<file path="config.mk">
export PLATFORM = sky130hd
export DESIGN_NAME = key_scan_encoder
export DESIGN_NICKNAME = d
export VERILOG_FILES = /design/src/rtl/key_scan_encoder.sv
export SDC_FILE = /design/constraint.sdc
export NUM_CORES = 1
export LEC_CHECK = 0
export CORE_ASPECT_RATIO = 2
export CORE_MARGIN = 8
export CORE_UTILIZATION = 52
export DETAILED_ROUTE_END_ITERATION = 7
export HOLD_SLACK_MARGIN = 0.1
export MAX_ROUTING_LAYER = met4
export PLACE_DENSITY_LB_ADDON = 0.3
export SLEW_MARGIN = 10
export SYNTH_ARGS = -nofsm -noshare
export SYNTH_HDL_FRONTEND = slang
export SYNTH_SLANG_ARGS = --single-unit
export TNS_END_PERCENT = 30
</file>
<file path="constraint.sdc">
create_clock -name clk -period 2.5 [get_ports clk]
set_input_delay 0.25 -clock clk [delete_from_list [all_inputs] [get_ports clk]]
set_output_delay 0.25 -clock clk [all_outputs]
set_load 0.01 [all_outputs]
</file>
<file path="src/rtl/key_scan_encoder.sv">
`default_nettype none
// ============================================================================
// Module   : key_scan_encoder
// Function : N active-low keys -> sync, tick-sampled debounce, lowest-index
//            single-key encode with accept strobe, held level and multi flag.
//            Build option: `define KEY_REPEAT_EN adds auto-repeat strobes.
// Revision : 1.0  initial release
// ============================================================================
module key_scan_encoder #(
  parameter int N_KEYS      = 16,
  parameter int CODE_W      = 4,
  parameter int TICK_DIV    = 2000,
  parameter int DEB_SAMPLES = 4,
  parameter int REPEAT_DLY  = 250,
  parameter int REPEAT_RATE = 50
) (
  input  logic              clk,
  input  logic              reset,
  input  logic [N_KEYS-1:0] key,
  output logic [CODE_W-1:0] code,
  output logic              code_valid,
  output logic              pressed,
  output logic              multi
);

  localparam int         c_TICK_W   = $clog2(TICK_DIV);
  localparam logic [7:0] c_DEB      = 8'(DEB_SAMPLES);
  localparam logic [1:0] c_IDLE     = 2'd0;
  localparam logic [1:0] c_DEBOUNCE = 2'd1;
  localparam logic [1:0] c_HELD     = 2'd2;
  localparam logic [1:0] c_RELEASE  = 2'd3;

  // Elaboration-time parameter sanity checks
  if ((1 << CODE_W) < N_KEYS) begin : g_bad_code_w
    $error("key_scan_encoder: CODE_W too narrow for N_KEYS");
  end
  if (REPEAT_DLY < 1 || REPEAT_RATE < 1) begin : g_bad_repeat
    $error("key_scan_encoder: REPEAT_DLY and REPEAT_RATE must be >= 1");
  end

  logic [N_KEYS-1:0]   r_key_meta;
  logic [N_KEYS-1:0]   r_ks;
  logic [c_TICK_W-1:0] r_tick_cnt;
  logic [1:0]          r_state;
  logic [7:0]          r_cnt;
  logic [CODE_W-1:0]   r_cand;
  logic [CODE_W-1:0]   r_code;
  logic                r_valid;
  logic                r_pressed;
  logic                r_multi;

  logic                w_tick;
  logic [N_KEYS-1:0]   w_low;
  logic                w_none;
  logic                w_is_multi;
  logic                w_single;
  logic [CODE_W-1:0]   w_idx;
  logic                w_same;
  logic                w_match_cand;
  logic [7:0]          w_cnt_inc;

  always_ff @(posedge clk or negedge reset) begin
    if (!reset) begin
      r_key_meta <= '1;
      r_ks       <= '1;
    end else begin
      r_key_meta <= key;
      r_ks       <= r_key_meta;
    end
  end

  assign w_tick = (r_tick_cnt == c_TICK_W'(TICK_DIV - 1));

  always_ff @(posedge clk or negedge reset) begin
    if (!reset) begin
      r_tick_cnt <= '0;
    end else if (w_tick) begin
      r_tick_cnt <= '0;
    end else begin
      r_tick_cnt <= r_tick_cnt + c_TICK_W'(1);
    end
  end

  // Clearing the lowest set bit leaves a nonzero value only for 2+ presses
  assign w_low      = ~r_ks;
  assign w_none     = (w_low == '0);
  assign w_is_multi = ((w_low & (w_low - N_KEYS'(1))) != '0);
  assign w_single   = !w_none && !w_is_multi;

  always_comb begin
    w_idx = '0;
    for (int i = N_KEYS - 1; i >= 0; i--) begin
      if (w_low[i]) begin
        w_idx = CODE_W'(i);
      end
    end
  end

  assign w_same       = w_single && (w_idx == r_code);
  assign w_match_cand = w_single && (w_idx == r_cand);
  assign w_cnt_inc    = r_cnt + 8'd1;

`ifdef KEY_REPEAT_EN
  logic [31:0] r_rep_cnt;
  logic [31:0] w_rep_next;
  logic        w_rep_wrap;
  logic        w_rep_fire;

  assign w_rep_next = r_rep_cnt + 32'd1;
  assign w_rep_wrap = (w_rep_next == 32'(REPEAT_DLY + REPEAT_RATE));
  assign w_rep_fire = (w_rep_next == 32'(REPEAT_DLY)) || w_rep_wrap;

  // Counts held ticks; folds back to REPEAT_DLY so later strobes recur every REPEAT_RATE
  always_ff @(posedge clk or negedge reset) begin
    if (!reset) begin
      r_rep_cnt <= '0;
    end else if (r_state != c_HELD) begin
      r_rep_cnt <= '0;
    end else if (w_tick && w_same) begin
      r_rep_cnt <= w_rep_wrap ? 32'(REPEAT_DLY) : w_rep_next;
    end
  end
`endif

  always_ff @(posedge clk or negedge reset) begin
    if (!reset) begin
      r_state   <= c_IDLE;
      r_cnt     <= '0;
      r_cand    <= '0;
      r_code    <= '1;
      r_valid   <= 1'b0;
      r_pressed <= 1'b0;
      r_multi   <= 1'b0;
    end else begin
      r_valid <= 1'b0;
      if (w_tick) begin
        r_multi <= w_is_multi;
        case (r_state)
          c_IDLE: begin
            if (w_single) begin
              r_cand <= w_idx;
              r_cnt  <= 8'd1;
              if (c_DEB == 8'd1) begin
                r_code    <= w_idx;
                r_pressed <= 1'b1;
                r_valid   <= 1'b1;
                r_state   <= c_HELD;
              end else begin
                r_state <= c_DEBOUNCE;
              end
            end
          end
          c_DEBOUNCE: begin
            if (w_match_cand) begin
              r_cnt <= w_cnt_inc;
              if (w_cnt_inc == c_DEB) begin
                r_code    <= r_cand;
                r_pressed <= 1'b1;
                r_valid   <= 1'b1;
                r_state   <= c_HELD;
              end
            end else if (w_single) begin
              r_cand <= w_idx;
              r_cnt  <= 8'd1;
            end else begin
              r_state <= c_IDLE;
            end
          end
          c_HELD: begin
            if (w_same) begin
`ifdef KEY_REPEAT_EN
              if (w_rep_fire) begin
                r_valid <= 1'b1;
              end
`endif
            end else if (c_DEB == 8'd1) begin
              r_pressed <= 1'b0;
              r_state   <= c_IDLE;
            end else begin
              r_cnt   <= 8'd1;
              r_state <= c_RELEASE;
            end
          end
          c_RELEASE: begin
            if (w_same) begin
              r_state <= c_HELD;
            end else if (w_cnt_inc == c_DEB) begin
              r_pressed <= 1'b0;
              r_state   <= c_IDLE;
            end else begin
              r_cnt <= w_cnt_inc;
            end
          end
          default: r_state <= c_IDLE;
        endcase
      end
    end
  end

  assign code       = r_code;
  assign code_valid = r_valid;
  assign pressed    = r_pressed;
  assign multi      = r_multi;

endmodule
`default_nettype wire

</file>
==> impl_metrics.env, run 1 <==
export IMPL_status="finished with violations"
export IMPL_failed_checks="negative setup slack"
export IMPL_numCtsBuffers=9
export IMPL_die_w_um=71.2
export IMPL_placed_cell_area_mm2=0.00384
export IMPL_synth_top_area_share_pct=29.8
export IMPL_drt_iter0_markers=121
export IMPL_htreeDepth=3
export IMPL_ant_nets=0
export IMPL_grt_pass1_wl_um=13000
export IMPL_grt_max_degree=45
export IMPL_rows=40
export IMPL_syn_nets=303
export IMPL_hp_class="in -> reg"
export IMPL_drive_above_1_share_pct=43.0
export IMPL_synth_warnings=0
export IMPL_cts_sinks=64
export IMPL_critical_path_cell_chain="nand2_2 -> a311oi_2 -> buf_4 -> o31ai_4 -> xor2_2 -> buf_4 -> o41ai_4 -> buf_4 -> a22o_1 -> o211ai_1 -> nand2_1"
export IMPL_synthMuxAreaShare_pct=2.84
export IMPL_ys_types=68
export IMPL_final_common_cell="buf_4"
export IMPL_grt_total_usage_pct=19.2
export IMPL_ys_ff_latch=64
export IMPL_critPathArrivalTime_ns=2.78
export IMPL_antenna_found_initial=0
export IMPL_fin_area_mm2=0.00433
export IMPL_overflow=0
export IMPL_insertion_delay_ns=0.33
export IMPL_rsz0062_at_grt="true"
export IMPL_path_buf_inv=3
export IMPL_relSlewSlack_pct=66.0
export IMPL_wl_per_cell_um=17.6
export IMPL_critical_path_max_stage_delay_ns=0.58
export IMPL_root_buffer="clkbuf_16"
export IMPL_dp_hpwl_um=5720
export IMPL_end_kind="flop"
export IMPL_gp_congestion=0.903
export IMPL_hold_slack_ns=0.321
export IMPL_synth_compound_area_share_pct=18.7
export IMPL_core_area_mm2=0.00596
export IMPL_port_buffers=24
export IMPL_synth_area_mm2=0.00317
export IMPL_path_clk_slew_ns=0.05
export IMPL_most_common_layout_cells="buf_4, dfstp_2, nand2_1, dfrtp_1, clkdlybuf4s50_1"
export IMPL_synthCells=283
export IMPL_worst_slack_ns=-0.0141
export IMPL_powerDensity_mw_per_mm2=588
export IMPL_max_freq_mhz=398
export IMPL_initial_core_util_pct=53.3
export IMPL_synth_edf_count=0
export IMPL_n_antenna_cell=0
export IMPL_crit_path_start_kind="flop"
export IMPL_synth_top_cell_by_area="dfstp_2"
export IMPL_fin_skew_ns=0.00601
export IMPL_synthSimpleGateAreaFrac_pct=20.5
export IMPL_p_total_mw=2.55
export IMPL_fin_crit_sh_pct=101
export IMPL_pin_count=25
export IMPL_worstPathMaxFanout=6
export IMPL_route_detailed_drc=0
export IMPL_vdd_drop_max_v=0.000780
export IMPL_synthXorXnorAreaFrac_pct=2.21
export IMPL_crit_path_frequent_cell="buf_4"
export IMPL_postSynth_asyncResetShare_pct=100
export IMPL_area_delta_synth_final_pct=36.5
export IMPL_vias=2582
export IMPL_cts_tree="done"
export IMPL_routed_wl_um=7740
export IMPL_dieArea_mm2=0.00901
export IMPL_required_ns=2.77
export IMPL_tns_ns=-0.0466
export IMPL_avgSynthCellArea_um2=11.2
export IMPL_drt_pass1_iter_count=5
export IMPL_final_net_count=392
export IMPL_drv_slew=0
export IMPL_dieHeight_um=126
export IMPL_setup_viol=5
export IMPL_min_period_ns=2.51
export IMPL_via_per_inst=5.87
export IMPL_max_cap_violations=0
export IMPL_synth_ff_type="dfstp_2"
export IMPL_place_ws_ns=-0.0826
export IMPL_synth_top_family_by_area="simple AND/OR/NAND/NOR gates"
export IMPL_cts_buffer_depth=2
export IMPL_tightestPinTransition_ns=0.510
export IMPL_grt_pass1_vias=2765
export IMPL_p_leak_nw=1.89
export IMPL_synth_adder_area_share_pct=1.10
export IMPL_finalHoldViolCount=0
export IMPL_path_class="reg -> reg"
export IMPL_ys_seq_area_share_pct=51.9
export IMPL_synthTopCellsByArea="dfstp_2, dfrtp_1, nand2_1, o21ai_0, nor2_1"
export IMPL_crit_family="compound AO/OA/AOI/OAI gates"
export IMPL_cpMaxStageDelayCell="dfstp_2"
-- kinds of logic (layout without fill, tap and decap cells) --
logic type,count (synthesis),in the layout
xor gates and xnor gates,8,8
muxes,7,7
AOI/OAI and AO/OA,71,71
buffers and inverters,18,112
and+or+nand+nor,112,112
adders and majority gates,3,3
DFF,64,64
-- registers in the layout (all words and copies together) (netlist names) --
signal and count:
code 4, r_cand 4, code_valid 1, multi 1, r_key_meta 16, r_state 2
r_tick_cnt 11, r_cnt 8, pressed 1, r_ks 16
-- path summary, 6_finish.rpt --
check                                         start                        to  slack, ns  cells past startpoint
min                                         key[12]  r_key_meta[12]$_DFF_PN1_       0.32                      1
max                              r_ks[10]$_DFF_PN1_      r_cnt[3]$_DFFE_PN0P_      -0.01                     11
max in group asynchronous                     reset   r_key_meta[2]$_DFF_PN1_       1.59                      3
min reg2reg                r_key_meta[11]$_DFF_PN1_        r_ks[11]$_DFF_PN1_       0.35                      0
max reg2reg                      r_ks[10]$_DFF_PN1_      r_cnt[3]$_DFFE_PN0P_      -0.01                     11
min in group asynchronous                     reset     r_cand[3]$_DFFE_PN0P_       0.45                      3
-- routing by layer --
layer  up-vias  part of all wire [%]  track usage, %
li1       1229                     -               -
met1      1263                    35            17.6
met2        63                    56            33.2
met3        27                   3.3            4.97
met4         0                   5.0            13.3
met5         -                     0               -
-- layout make-up --
| class | instances | area (µm²) |
|---|---|---|
| fillers | 426 | 1630 |
| inverters | 11 | 41.3 |
| repair buffers | 85 | 707 |
| multi-input cells | 201 | 1550 |
| clock inverters | 4 | 51.3 |
| flip-flops and latches | 64 | 1650 |
| well taps | 63 | 78.8 |
| clock buffers | 12 | 258 |
-- power by group --
part,switching [mW],leakage [nW],internal [mW]
Clock,0.436,0.148,0.831
Sequential,0.0187,0.755,1.09
Combinational,0.0869,0.986,0.0887
Total,0.541,1.89,2.01
-- stage by stage --
| step | std cells | utilization [%] |
|---|---|---|
| detailed placement | 416 | 64.4 |
| floorplan | 283 | - |
| finish | 440 | 72.7 |
| CTS | 439 | 71.7 |
| global placement | 416 | 64.4 |
| global route | 440 | 72.7 |
-- cells in the mapped netlist, types with 2 or more instances --
cell	n
a211oi_1	2
a211oi_2	2
a21o_1	2
a21oi_1	8
a22o_1	2
a311oi_1	2
a31oi_1	2
and2_1	2
and3_1	8
and3_2	2
and4_1	5
buf_6	2
clkbuf_1	3
dfrtp_1	28
dfstp_2	36
ha_1	2
inv_1	11
mux2_2	4
mux2_4	3
nand2_1	29
nand2b_1	5
nand3_1	9
nand4_1	8
nor2_1	15
nor2b_1	5
nor3_1	3
nor3b_1	4
nor4b_1	2
o2111ai_1	4
o211a_1	4
o211ai_1	7
o21ai_0	15
o21ai_1	3
o31ai_1	2
or2_2	3
xnor2_1	4
xor2_1	4
-- what timing repair did --
| item | in CTS | in global routing |
|---|---|---|
| setup buffers | 6 | 1 |
| resized for setup | 17 | 13 |
| pin swaps | 13 | 12 |
| hold endpoints to repair | 28 | 0 |
| hold buffers | 1 | 0 |
| endpoints found under the setup margin | 13 | 17 |
No activity file was read; power rests on OpenSTA's default activity.
==> inputs of run 2 (changes only) <==
--- a/config.mk
+++ b/config.mk
@@ -7,7 +7,7 @@
 export LEC_CHECK = 0
 export CORE_ASPECT_RATIO = 2
 export CORE_MARGIN = 8
-export CORE_UTILIZATION = 52
+export CORE_UTILIZATION = 58
 export DETAILED_ROUTE_END_ITERATION = 7
 export HOLD_SLACK_MARGIN = 0.1
 export MAX_ROUTING_LAYER = met4
==> constraint.sdc (replaced) <==
create_clock -name clk -period 2.8 [get_ports clk]
set_input_delay 0.28 -clock clk [delete_from_list [all_inputs] [get_ports clk]]
set_output_delay 0.28 -clock clk [all_outputs]
set_load 0.01 [all_outputs]
==> impl_metrics.env, run 2 (same netlist as run 1, synthesis figures left out) <==
export IMPL_status="completed"
export IMPL_initial_core_util_pct=59.0
export IMPL_setup_viol=0
export IMPL_place_ws_ns=0.0509
export IMPL_final_net_count=341
export IMPL_grt_pass1_vias=2418
export IMPL_use_met2_pct=30.7
export IMPL_path_clk_slew_ns=0.07
export IMPL_use_met1_pct=18.7
export IMPL_dieArea_mm2=0.00823
export IMPL_max_freq_mhz=375
export IMPL_max_cap_violations=0
export IMPL_ant_nets=0
export IMPL_path_class="reg -> reg"
export IMPL_worst_slack_ns=0.137
export IMPL_drv_slew=0
export IMPL_tns_ns=0
export IMPL_grt_use_met3_pct=4.45
export IMPL_grt_total_usage_pct=18.4
export IMPL_grt_pass1_wl_um=11200
export IMPL_hold_slack_ns=0.316
export IMPL_tightestPinTransition_ns=0.629
export IMPL_worstPathMaxFanout=10
export IMPL_critical_path_cell_chain="and4_2 -> nand4_4 -> a211oi_4 -> and4_4 -> nand2_2 -> a211oi_2 -> mux2_2"
export IMPL_core_area_mm2=0.00537
export IMPL_dieHeight_um=121
export IMPL_port_buffers=24
export IMPL_reg_top3="r_key_meta x16, r_ks x16, r_tick_cnt x11"
export IMPL_insertion_delay_ns=0.34
export IMPL_area_delta_synth_final_pct=18.2
export IMPL_fin_skew_ns=0.00930
export IMPL_cts_hold_buf=0
export IMPL_r2r_start="r_ks[8]$_DFF_PN1_"
export IMPL_drt_iter0_markers=115
export IMPL_grt_busiest_layer="met2"
export IMPL_dp_hpwl_um=5040
export IMPL_route_detailed_drc=0
export IMPL_grt_max_degree=36
export IMPL_wl_per_cell_um=17.2
export IMPL_critPathArrivalTime_ns=2.88
export IMPL_drt_pass1_iter_count=4
export IMPL_cpMaxStageDelayCell="dfstp_2"
export IMPL_fin_crit_sh_pct=95.1
export IMPL_rsz0062_at_grt="false"
export IMPL_cts_buffer_depth=2
export IMPL_required_ns=3.01
export IMPL_crit_path_start_kind="flop"
export IMPL_gp_congestion=0.878
export IMPL_routed_wl_um=6650
export IMPL_numCtsBuffers=9
export IMPL_cts_sinks=64
export IMPL_pin_count=25
export IMPL_powerDensity_mw_per_mm2=508
export IMPL_postCtsSetupBuffers=0
export IMPL_antenna_found_initial=0
export IMPL_p_leak_nw=1.58
export IMPL_die_w_um=68.3
export IMPL_most_common_layout_cells="dfstp_2, nand2_1, dfrtp_1, clkdlybuf4s50_1"
export IMPL_htreeDepth=3
export IMPL_finalHoldViolCount=0
export IMPL_min_period_ns=2.66
export IMPL_rows=38
export IMPL_cp_startpoint="r_ks[8]$_DFF_PN1_"
export IMPL_root_buffer="clkbuf_8"
export IMPL_cts_tree="done"
export IMPL_final_common_cell="dfstp_2"
export IMPL_vdd_drop_max_v=0.000503
export IMPL_hp_class="in -> async"
export IMPL_via_per_inst=6.11
export IMPL_fillers=410
export IMPL_end_kind="flop"
export IMPL_relSlewSlack_pct=58.1
export IMPL_vias=2358
export IMPL_p_total_mw=1.91
export IMPL_n_antenna_cell=0
export IMPL_critical_path_max_stage_delay_ns=0.59
export IMPL_overflow=0
export IMPL_drive_above_1_share_pct=29.4
==> run 2: final timing paths <==
path	depth (start not counted)	to	slack, ns
worst max register to register	7	r_cand[2]$_DFFE_PN0P_	0.14
min in group clk	1	r_key_meta[10]$_DFF_PN1_	0.34
max in group asynchronous	2	code[3]$_DFFE_PN1P_	2.16
worst max-delay path	7	r_cand[2]$_DFFE_PN0P_	0.14
worst min register to register	0	r_ks[13]$_DFF_PN1_	0.35
worst min-delay path	1	r_key_meta[10]$_DFF_PN1_	0.32
==> run 2: layout make-up <==
class | count | area [µm²] | share of cell area, %
clock buffers | 10 | 149 | 3.97
repair buffers | 34 | 323 | 8.61
well taps | 60 | 75.1 | 2.00
inverters | 11 | 41.3 | 1.10
flip-flops and latches | 64 | 1650 | 43.9
clock inverters | 6 | 66.3 | 1.77
multi-input cells | 201 | 1450 | 38.6
==> run 2: critical path: cells and delay by family, from the launching register on <==
family	cells	cell delay, ns
AOI/OAI and AO/OA	2	0.68
DFF	1	0.59
muxes	1	0.38
and+or+nand+nor	4	0.89
==> run 2: repair_timing <==
| action | in CTS | in global routing |
|---|---|---|
| setup endpoints to repair | 0 | 10 |
| resized for setup | 0 | 5 |
| hold endpoints to repair | 0 | 0 |
==> run 2: power breakdown <==
group	switching, mW	internal (mW)	total [mW]
sequential	0.0243	0.968	0.992
combinational	0.0559	0.0476	0.103
clock	0.345	0.466	0.810
==> run 2: routing by layer <==
metal | vias up | share of wire, %
met5 | - | 0
met3 | 18 | 3.4
met1 | 1164 | 38
met4 | 0 | 3.5
met2 | 54 | 55
li1 | 1122 | -
==> run 2: metrics by stage <==
step / std cells / cell area [µm²] / utilization (%)
2_1_floorplan: 283 / 3170 / -
3_3_place_gp: 370 / 3520 / 65.6
3_5_place_dp: 370 / 3520 / 65.6
4_1_cts: 386 / 3740 / 69.6
5_1_grt: 386 / 3750 / 69.8
6_report: 386 / 3750 / 69.8
